`config.mk`:
```
export PLATFORM = sky130hd
export DESIGN_NAME = pipeline_ctrl
export DESIGN_NICKNAME = d
export VERILOG_FILES = /design/src/rtl/pipeline_ctrl.sv
export SDC_FILE = /design/constraint.sdc
export NUM_CORES = 1
export LEC_CHECK = 0
export ABC_AREA = 1
export CORE_AREA = 10 10 114 116
export CTS_BUF_LIST = sky130_fd_sc_hd__clkbuf_8
export CTS_CLUSTER_DIAMETER = 40
export CTS_CLUSTER_SIZE = 16
export DETAILED_ROUTE_END_ITERATION = 8
export DIE_AREA = 0 0 124 126
export GPL_TIMING_DRIVEN = 0
export HOLD_SLACK_MARGIN = 0.05
export PLACE_DENSITY_LB_ADDON = 0.08
export RECOVER_POWER = 50
export SYNTH_ARGS = -nofsm -noshare
export SYNTH_HDL_FRONTEND = slang
export SYNTH_SLANG_ARGS = --single-unit
```
`constraint.sdc`:
```
create_clock -name clock -period 3.3 [get_ports clock]
set_input_delay 0.99 -clock clock [delete_from_list [all_inputs] [get_ports clock]]
set_output_delay 0.99 -clock clock [all_outputs]
set_load 0.005 [all_outputs]
```
`src/rtl/pipeline_ctrl.sv`:
```
// Hazard and stall controller for a 5-stage in-order pipeline: pause/bubble steering,
// data-memory wait tracking with timeout abort, and saturating stall/flush counters.
module pipeline_ctrl #(
  parameter int TIMEOUT = 16,
  parameter int CNT_W   = 32
) (
  input  logic             clock,
  input  logic             resetn,
  input  logic [4:0]       id_rs1,
  input  logic [4:0]       id_rs2,
  input  logic             id_use_rs1,
  input  logic             id_use_rs2,
  input  logic [4:0]       ex_rd,
  input  logic             ex_is_load,
  input  logic             ex_redirect,
  input  logic             imem_valid,
  input  logic             mem_req,
  input  logic             mem_ack,
  output logic             pause_if_id,
  output logic             bubble_if_id,
  output logic             pause_id_ex,
  output logic             bubble_id_ex,
  output logic             pause_ex_mem,
  output logic             bubble_ex_mem,
  output logic             pause_mem_wb,
  output logic             bubble_mem_wb,
  output logic             pc_hold,
  output logic             mem_err,
  output logic [CNT_W-1:0] stall_cnt,
  output logic [CNT_W-1:0] flush_cnt
);

  typedef enum logic [1:0] {
    RUN      = 2'd0,
    MEM_WAIT = 2'd1,
    ERR      = 2'd2
  } state_t;

  localparam logic [7:0] WAIT_LAST = 8'(TIMEOUT - 1);

  state_t           state_q, state_d;
  logic [7:0]       wait_q, wait_d;
  logic [CNT_W-1:0] stall_cnt_q, stall_cnt_d;
  logic [CNT_W-1:0] flush_cnt_q, flush_cnt_d;

  logic       mem_stall;
  logic       load_use;
  logic       redirect_act;
  logic [3:0] pause_vec;   // [0]=IF/ID [1]=ID/EX [2]=EX/MEM [3]=MEM/WB
  logic [3:0] bubble_vec;
  logic       pc_hold_c;
  logic       mem_err_c;

  assign mem_stall = mem_req & ~mem_ack;
  assign load_use  = ex_is_load & (ex_rd != 5'd0) &
                     ((id_use_rs1 & (id_rs1 == ex_rd)) | (id_use_rs2 & (id_rs2 == ex_rd)));

  // EX is frozen across the whole wait, so a redirect seen there is only honoured back in RUN.
  assign redirect_act = resetn & (state_q == RUN) & ~mem_stall & ex_redirect;

  always_comb begin
    pause_vec  = 4'b0000;
    bubble_vec = 4'b0000;
    pc_hold_c  = 1'b0;
    mem_err_c  = 1'b0;
    if (!resetn) begin
      bubble_vec = 4'b1111;
      pc_hold_c  = 1'b1;
    end else if (state_q == ERR) begin
      bubble_vec = 4'b1111;
      pc_hold_c  = 1'b1;
      mem_err_c  = 1'b1;
    end else if (mem_stall) begin
      pause_vec  = 4'b0111;
      bubble_vec = 4'b1000;
      pc_hold_c  = 1'b1;
    end else if (redirect_act) begin
      bubble_vec = 4'b0011;
    end else if (load_use) begin
      pause_vec  = 4'b0001;
      bubble_vec = 4'b0010;
      pc_hold_c  = 1'b1;
    end else if (!imem_valid) begin
      bubble_vec = 4'b0001;
      pc_hold_c  = 1'b1;
    end
  end

  always_comb begin
    state_d = state_q;
    wait_d  = wait_q;
    case (state_q)
      RUN: begin
        if (mem_stall) begin
          state_d = MEM_WAIT;
          wait_d  = 8'd1;
        end
      end
      MEM_WAIT: begin
        if (mem_ack || !mem_req) begin
          state_d = RUN;
          wait_d  = 8'd0;
        end else if (wait_q == WAIT_LAST) begin
          state_d = ERR;
          wait_d  = 8'd0;
        end else begin
          wait_d = wait_q + 8'd1;
        end
      end
      ERR: begin
        state_d = RUN;
        wait_d  = 8'd0;
      end
      default: begin
        state_d = RUN;
        wait_d  = 8'd0;
      end
    endcase
  end

  always_comb begin
    stall_cnt_d = stall_cnt_q;
    flush_cnt_d = flush_cnt_q;
    if (pc_hold_c && (stall_cnt_q != {CNT_W{1'b1}}))
      stall_cnt_d = stall_cnt_q + CNT_W'(1);
    if (redirect_act && (flush_cnt_q != {CNT_W{1'b1}}))
      flush_cnt_d = flush_cnt_q + CNT_W'(1);
  end

  always_ff @(posedge clock or negedge resetn) begin
    if (!resetn) begin
      state_q     <= RUN;
      wait_q      <= 8'd0;
      stall_cnt_q <= '0;
      flush_cnt_q <= '0;
    end else begin
      state_q     <= state_d;
      wait_q      <= wait_d;
      stall_cnt_q <= stall_cnt_d;
      flush_cnt_q <= flush_cnt_d;
    end
  end

  assign pause_if_id   = pause_vec[0];
  assign pause_id_ex   = pause_vec[1];
  assign pause_ex_mem  = pause_vec[2];
  assign pause_mem_wb  = pause_vec[3];
  assign bubble_if_id  = bubble_vec[0];
  assign bubble_id_ex  = bubble_vec[1];
  assign bubble_ex_mem = bubble_vec[2];
  assign bubble_mem_wb = bubble_vec[3];
  assign pc_hold       = pc_hold_c;
  assign mem_err       = mem_err_c;
  assign stall_cnt     = stall_cnt_q;
  assign flush_cnt     = flush_cnt_q;

endmodule
```
; ---- Word-level counts from Yosys, hierarchy flattened
; Cells that the tools add are included.
; Widths: inputs -> output; s select.
[totals]
ff_bits = 74
input_bits = 24
output_inout_bits = 74
wordCells = 61
[op_classes]
n_addsub = 3
eq_ne = 9
mux = 27
bitwise_logic = 11
n_reduce_logical = 7
[op_table]
columns = cell, n
row1 = $add 32x1->32 const B, 2
row2 = $ne 32x32->1 const B, 2
row3 = $mux 8, 3
row4 = $mux 4, 4
row5 = $pmux 8 s2, 1
row6 = $mux 1, 11
row7 = $eq 5x5->1, 2
row8 = $mux 2, 5
row9 = $add 8x1->8 const B, 1
row10 = $and 1x1->1, 8
row11 = $eq 8x4->1 const B, 1
row12 = $mux 3, 2
row13 = $reduce_bool 5->1, 1
row14 = $pmux 2 s2, 1
row15 = $ne 3x3->1 const B, 1
row16 = $eq 2x1->1 const B, 1
row17 = $eq 2x2->1 const B, 1
row18 = $logic_and 1x1->1, 2
row19 = $logic_not 2->1, 1
row20 = $ne 2x2->1 const B, 1
row21 = $not 1->1, 2
row22 = $reduce_and 2->1, 1
row23 = $logic_not 1->1, 1
row24 = $logic_or 1x1->1, 1
row25 = $or 1x1->1, 1

; ---- Logic depth before layout (Yosys ltp)
[logic_depth]
word_depth = 10
depth_mapped = 14
depth_no_buf = 13

; ---- Worst setup path before layout
; Ideal clock, no wire load.
[synth_path]
path_kind = input -> output
from = input mem_req
to = output pc_hold
t_arrival_ns = 1.928
required_time_ns = 2.310
slack_ns = 0.382
cell_stages = 9
n_path_buf = 1
cell_sequence = inv_1 nor2_2 inv_1 nand2_1 inv_1 nand3_1 nand2_1 nand2_2 buf_2
[synth_via]
elab_chain_len = 8
[synth_lines]
columns = element, line_no
row1 = from (decl), 17  ; input logic mem_req,
row2 = $and 1x1->1 (*), 54  ; assign mem_stall = mem_req & ~mem_ack;
row3 = $not 1->1, 59  ; assign redirect_act = resetn & (state_q == RUN) & ~mem_stall & ex_redirect;
row4 = $and 1x1->1 (2 in a row), 59
row5 = $mux 1, 77  ; end else if (redirect_act) begin
row6 = $mux 1 (*), 73  ; end else if (mem_stall) begin
row7 = $mux 1 (*), 69  ; end else if (state_q == ERR) begin
row8 = $mux 1 (*), 66  ; if (!resetn) begin
row9 = to (decl), 27  ; output logic pc_hold,
; Mark *: on every way between the ends. The rest lies on a longest branch, timed or not.

; ---- Final worst setup path
[layout_path]
from = input mem_req
to = output bubble_if_id
[layout_via]
elab_chain_len = 8
[layout_lines]
columns = element, line_no
row1 = $and 1x1->1 (*), 54
row2 = $not 1->1, 59
row3 = $and 1x1->1 (2 in a row), 59
row4 = $mux 2, 77
row5 = $mux 4 (*), 73
row6 = $mux 4 (*), 69
row7 = $mux 4 (*), 66
row8 = to (decl), 20  ; output logic bubble_if_id,
; Marked as above.

==> run_results.csv <==
group,metric,value,unit
detailed_routing,num_vias,4769,
timing,post-route-min-period,3.266,ns
die,die_area,15620,µm²
placed_design,place.detailed.instances,917,
grt,grt_start_max_net_pins,33,
power_and_ir_drop,power-per-cell-area,360.7,nW/µm²
cts,clk_pin_slew_worst_paths,0.08,ns
critical_path,critical_path_class,"in2out",
timing,grt_setup_unrepaired,"true",
timing,skew,0.008285,ns
synth,avgSynthCellArea,6.928,µm²
detailed_routing,drc,0,
timing,fmax,306.1,MHz
detailed_routing,antenna_violating_nets_post_route,0,
synth,syn-cell-area,4711,µm²
grt,grt_remaining_overflow,0,
detailed_routing,met1_wire_length,6057,µm
timing,slew_of_the_pin_with_the_lowest_slew_margin,1.246,ns
synth,synth_sequential_area_ratio,39.31,%
die,placementRows,38,
cts,numClockSinks,74,
finish,area_delta_synth_final,31.31,%
finish,post-route-cell-area,6186,µm²
power_and_ir_drop,power_leakage,0.003008,µW
detailed_routing,dr_wl_met3,1271,µm
die,boundaryPins,98,
timing,slew-limit-headroom,16.97,%
finish,final_nets,821,
critical_path,worstPathRequired,2.31,ns
critical_path,rr_endpoint,"flush_cnt[21]$_DFFE_PN0P_",
synth,synth.largest_area_cell,"sky130_fd_sc_hd__dfrtp_1",
finish,instances_no_fill,939,
detailed_routing,drtPass1Iterations,5,
critical_path,worstPathMaxFanout,7,
synth,yosysWarningCount,0,
grt,gr-usage-all-layers,17.84,%
critical_path,worstSetupStartpointType,"primary input",
finish,drive_above_1_share,8.260,%
synth,yosys_cell_types,29,
power_and_ir_drop,power.ir.vdd_worst,183.0,µV
timing,post-route-period-util,98.98,%
cts,max_h_tree_level,3,
cts,post_cts_hold_buffer_count,0,
cts,clk_latency,0.36,ns
cts,cts-root-buf,"sky130_fd_sc_hd__clkbuf_8",
min_path,hold_path_class,"in2async",
status,status,"complete, no violations",
cts,cts_inserted_buffers,9,
detailed_routing,routed_wire_length_per_instance,14.86,µm
detailed_routing,met2WireLength,6358,µm
timing,finalHoldViolations,0,
timing,setup_viol_count_final,0,
die,fp.dieH,126,µm
die,width_of_the_die,124,µm
die,initial_utilization,44.04,%
placed_design,post_dp_cell_area,5872,µm²
synth,postSynthRegisterBits,74,
critical_path,critical_path.endpoint_type,"output port",
timing,finalMaxSlewViolations,0,
placed_design,port_buffer_count,96,
cts,tritoncts_clock_tree,"yes",
flow_run,cap_violations,0,
placed_design,place.gp.congestion,0.9356,
detailed_routing,via_per_inst,5.079,
finish,diode_insertion_count_for_antenna_repair,0,
synth,yosysTopAreaCellShare,39.31,%
critical_path,worstReg2RegStart,"flush_cnt[0]$_DFFE_PN0P_",
grt,number_of_global_route_vias_before_repair,4618,
synth,netlist_instances,680,
die,fp.coreArea,10700,µm²
finish,finalCoreUtilization,57.82,%
grt,grt_first_pass_wirelength,22560,µm
detailed_routing,routed_wirelength,13950,µm
detailed_routing,drt_iter0_markers,382,
detailed_routing,top_layer,"met4",
cts,deepest_clock_path_buffer_count,2,
critical_path,internal_reg_to_reg_setup_slack,1.13,ns
critical_path,critical_path_arrival,2.28,ns
placed_design,place_hpwl,10730,µm
synth,syn_nets,707,
synth,ys_top_cells_by_area,"sky130_fd_sc_hd__dfrtp_1 39%, sky130_fd_sc_hd__nand2_1 21%, sky130_fd_sc_hd__nor2_1 6.5%",
grt,grt_antenna_before_repair,0,
critical_path,worstRegToRegCells,10,
==> where the power goes <==
| group | switching, µW | internal (µW) |
|---|---|---|
| Clock | 351 | 265 |
| Sequential | 120 | 981 |
| Combinational | 249 | 265 |
==> synth_stat cells <==
master                     instances
sky130_fd_sc_hd__inv_1            57
sky130_fd_sc_hd__nor2_4            1
sky130_fd_sc_hd__conb_1            1
sky130_fd_sc_hd__nor2_2            1
sky130_fd_sc_hd__and3_1            1
sky130_fd_sc_hd__buf_6             3
sky130_fd_sc_hd__nand4_1          12
sky130_fd_sc_hd__nor4_1            3
sky130_fd_sc_hd__dfrtp_1          74
sky130_fd_sc_hd__buf_2             8
sky130_fd_sc_hd__xnor2_1          23
sky130_fd_sc_hd__inv_2             3
sky130_fd_sc_hd__a21oi_1           5
sky130_fd_sc_hd__nand3_2           2
sky130_fd_sc_hd__nand2_1         260
sky130_fd_sc_hd__nor3_1           26
sky130_fd_sc_hd__nand2_2           4
sky130_fd_sc_hd__nor2_1           82
sky130_fd_sc_hd__o21ai_0           8
sky130_fd_sc_hd__nand3_1          51
sky130_fd_sc_hd__xor2_1           34
sky130_fd_sc_hd__ha_1              3
sky130_fd_sc_hd__buf_4             2
sky130_fd_sc_hd__nor3_2            2
sky130_fd_sc_hd__o22ai_1           2
sky130_fd_sc_hd__nand3b_1          5
sky130_fd_sc_hd__o21ai_1           3
sky130_fd_sc_hd__buf_1             2
sky130_fd_sc_hd__nor3b_1           2
==> final cells by class <==
class / count / area [µm²]
multi-input combinational: 531 / 2616
clock buffer: 9 / 123.9
fill: 1036 / 4512
inverter: 60 / 230.2
sequential: 74 / 1852
timing repair buffer: 104 / 1059
buffer: 14 / 91.34
clock inverter: 7 / 38.79
tap: 140 / 175.2
==> layout by cell type (no fill, tap or decap), types with 3 or more instances in the layout <==
master,Yosys,routed
sky130_fd_sc_hd__a21oi_1,5,4
sky130_fd_sc_hd__buf_2,8,10
sky130_fd_sc_hd__buf_4,2,6
sky130_fd_sc_hd__buf_6,3,5
sky130_fd_sc_hd__clkbuf_8,0,9
sky130_fd_sc_hd__clkdlybuf4s50_1,0,72
sky130_fd_sc_hd__clkinv_2,0,3
sky130_fd_sc_hd__dfrtp_1,74,74
sky130_fd_sc_hd__dlygate4sd2_1,0,8
sky130_fd_sc_hd__dlymetal6s2s_1,0,11
sky130_fd_sc_hd__ha_1,3,3
sky130_fd_sc_hd__inv_1,57,55
sky130_fd_sc_hd__inv_2,3,5
sky130_fd_sc_hd__nand2_1,260,255
sky130_fd_sc_hd__nand2_2,4,7
sky130_fd_sc_hd__nand3_1,51,50
sky130_fd_sc_hd__nand3b_1,5,5
sky130_fd_sc_hd__nand4_1,12,12
sky130_fd_sc_hd__nor2_1,82,78
sky130_fd_sc_hd__nor2_4,1,4
sky130_fd_sc_hd__nor3_1,26,26
sky130_fd_sc_hd__nor4_1,3,3
sky130_fd_sc_hd__o21ai_0,8,8
sky130_fd_sc_hd__o21ai_1,3,3
sky130_fd_sc_hd__xnor2_1,23,23
sky130_fd_sc_hd__xor2_1,34,34
==> worst max-delay path: stages <==
cell                              delay, ns
sky130_fd_sc_hd__clkdlybuf4s50_1       0.47
sky130_fd_sc_hd__inv_2                 0.04
sky130_fd_sc_hd__nor2_4                0.12
sky130_fd_sc_hd__inv_4                 0.08
sky130_fd_sc_hd__nand2_8               0.08
sky130_fd_sc_hd__inv_4                 0.04
sky130_fd_sc_hd__nand3_4               0.06
sky130_fd_sc_hd__nand2_2               0.07
sky130_fd_sc_hd__o22ai_2               0.12
sky130_fd_sc_hd__a21oi_1               0.05
sky130_fd_sc_hd__buf_2                 0.13
==> cell families after synthesis <==
logic type,synth area share [%]
flops,39.31
fa+ha+maj,0.7969
buf+inv,6.826
compound gates,1.965
other cells,0.07960
xor+xnor,10.60
simple gates,40.43
==> worst max path at each step <==
stage | slack (ns) | start | depth (start not counted) | endpoint
2_1_floorplan | 0.38 | mem_req | 9 | pc_hold
3_3_place_gp | -3.27 | resetn | 8 | pc_hold
3_5_place_dp | -1.0 | mem_req | 11 | pc_hold
4_1_cts | -0.19 | id_rs2[1] | 13 | pc_hold
5_1_grt | -0.05 | mem_req | 11 | bubble_if_id
6_report | 0.03 | mem_req | 11 | bubble_if_id
==> registers in the layout, indices dropped and copies added, names as in the netlist <==
| signal | count |
|---|---|
| state_q | 2 |
| flush_cnt | 32 |
| stall_cnt | 32 |
| wait_q | 8 |
==> what timing repair did <==
item / 4_1_cts / 5_1_grt
cloned: 2 / 0
pin swaps: 2 / 15
setup endpoints to repair: 9 / 5
resized for setup: 39 / 29
buffers inserted: 3 / 2
==> metrics by stage <==
stage	setup WS [ns]	hold WS (ns)	TNS [ns]	total power (µW)
CTS	-0.1920	0.4420	-0.5118	2258
global placement	-3.267	0.4527	-258.56	1604
global route	-0.05365	0.4469	-0.07397	2360
floorplan	0.3821	0.4328	0	1317
detailed placement	-0.9989	0.4545	-4.851	1617
finish	0.03362	0.4497	0	2232
==> routing by layer <==
| layer | global-route usage [%] | up-vias |
|---|---|---|
| li1 | - | 2366 |
| met1 | 22.64 | 2231 |
| met2 | 27.88 | 154 |
| met3 | 5.407 | 18 |
| met4 | 6.504 | 0 |
| met5 | 0 | - |
Power figures use the tool's default switching activity.
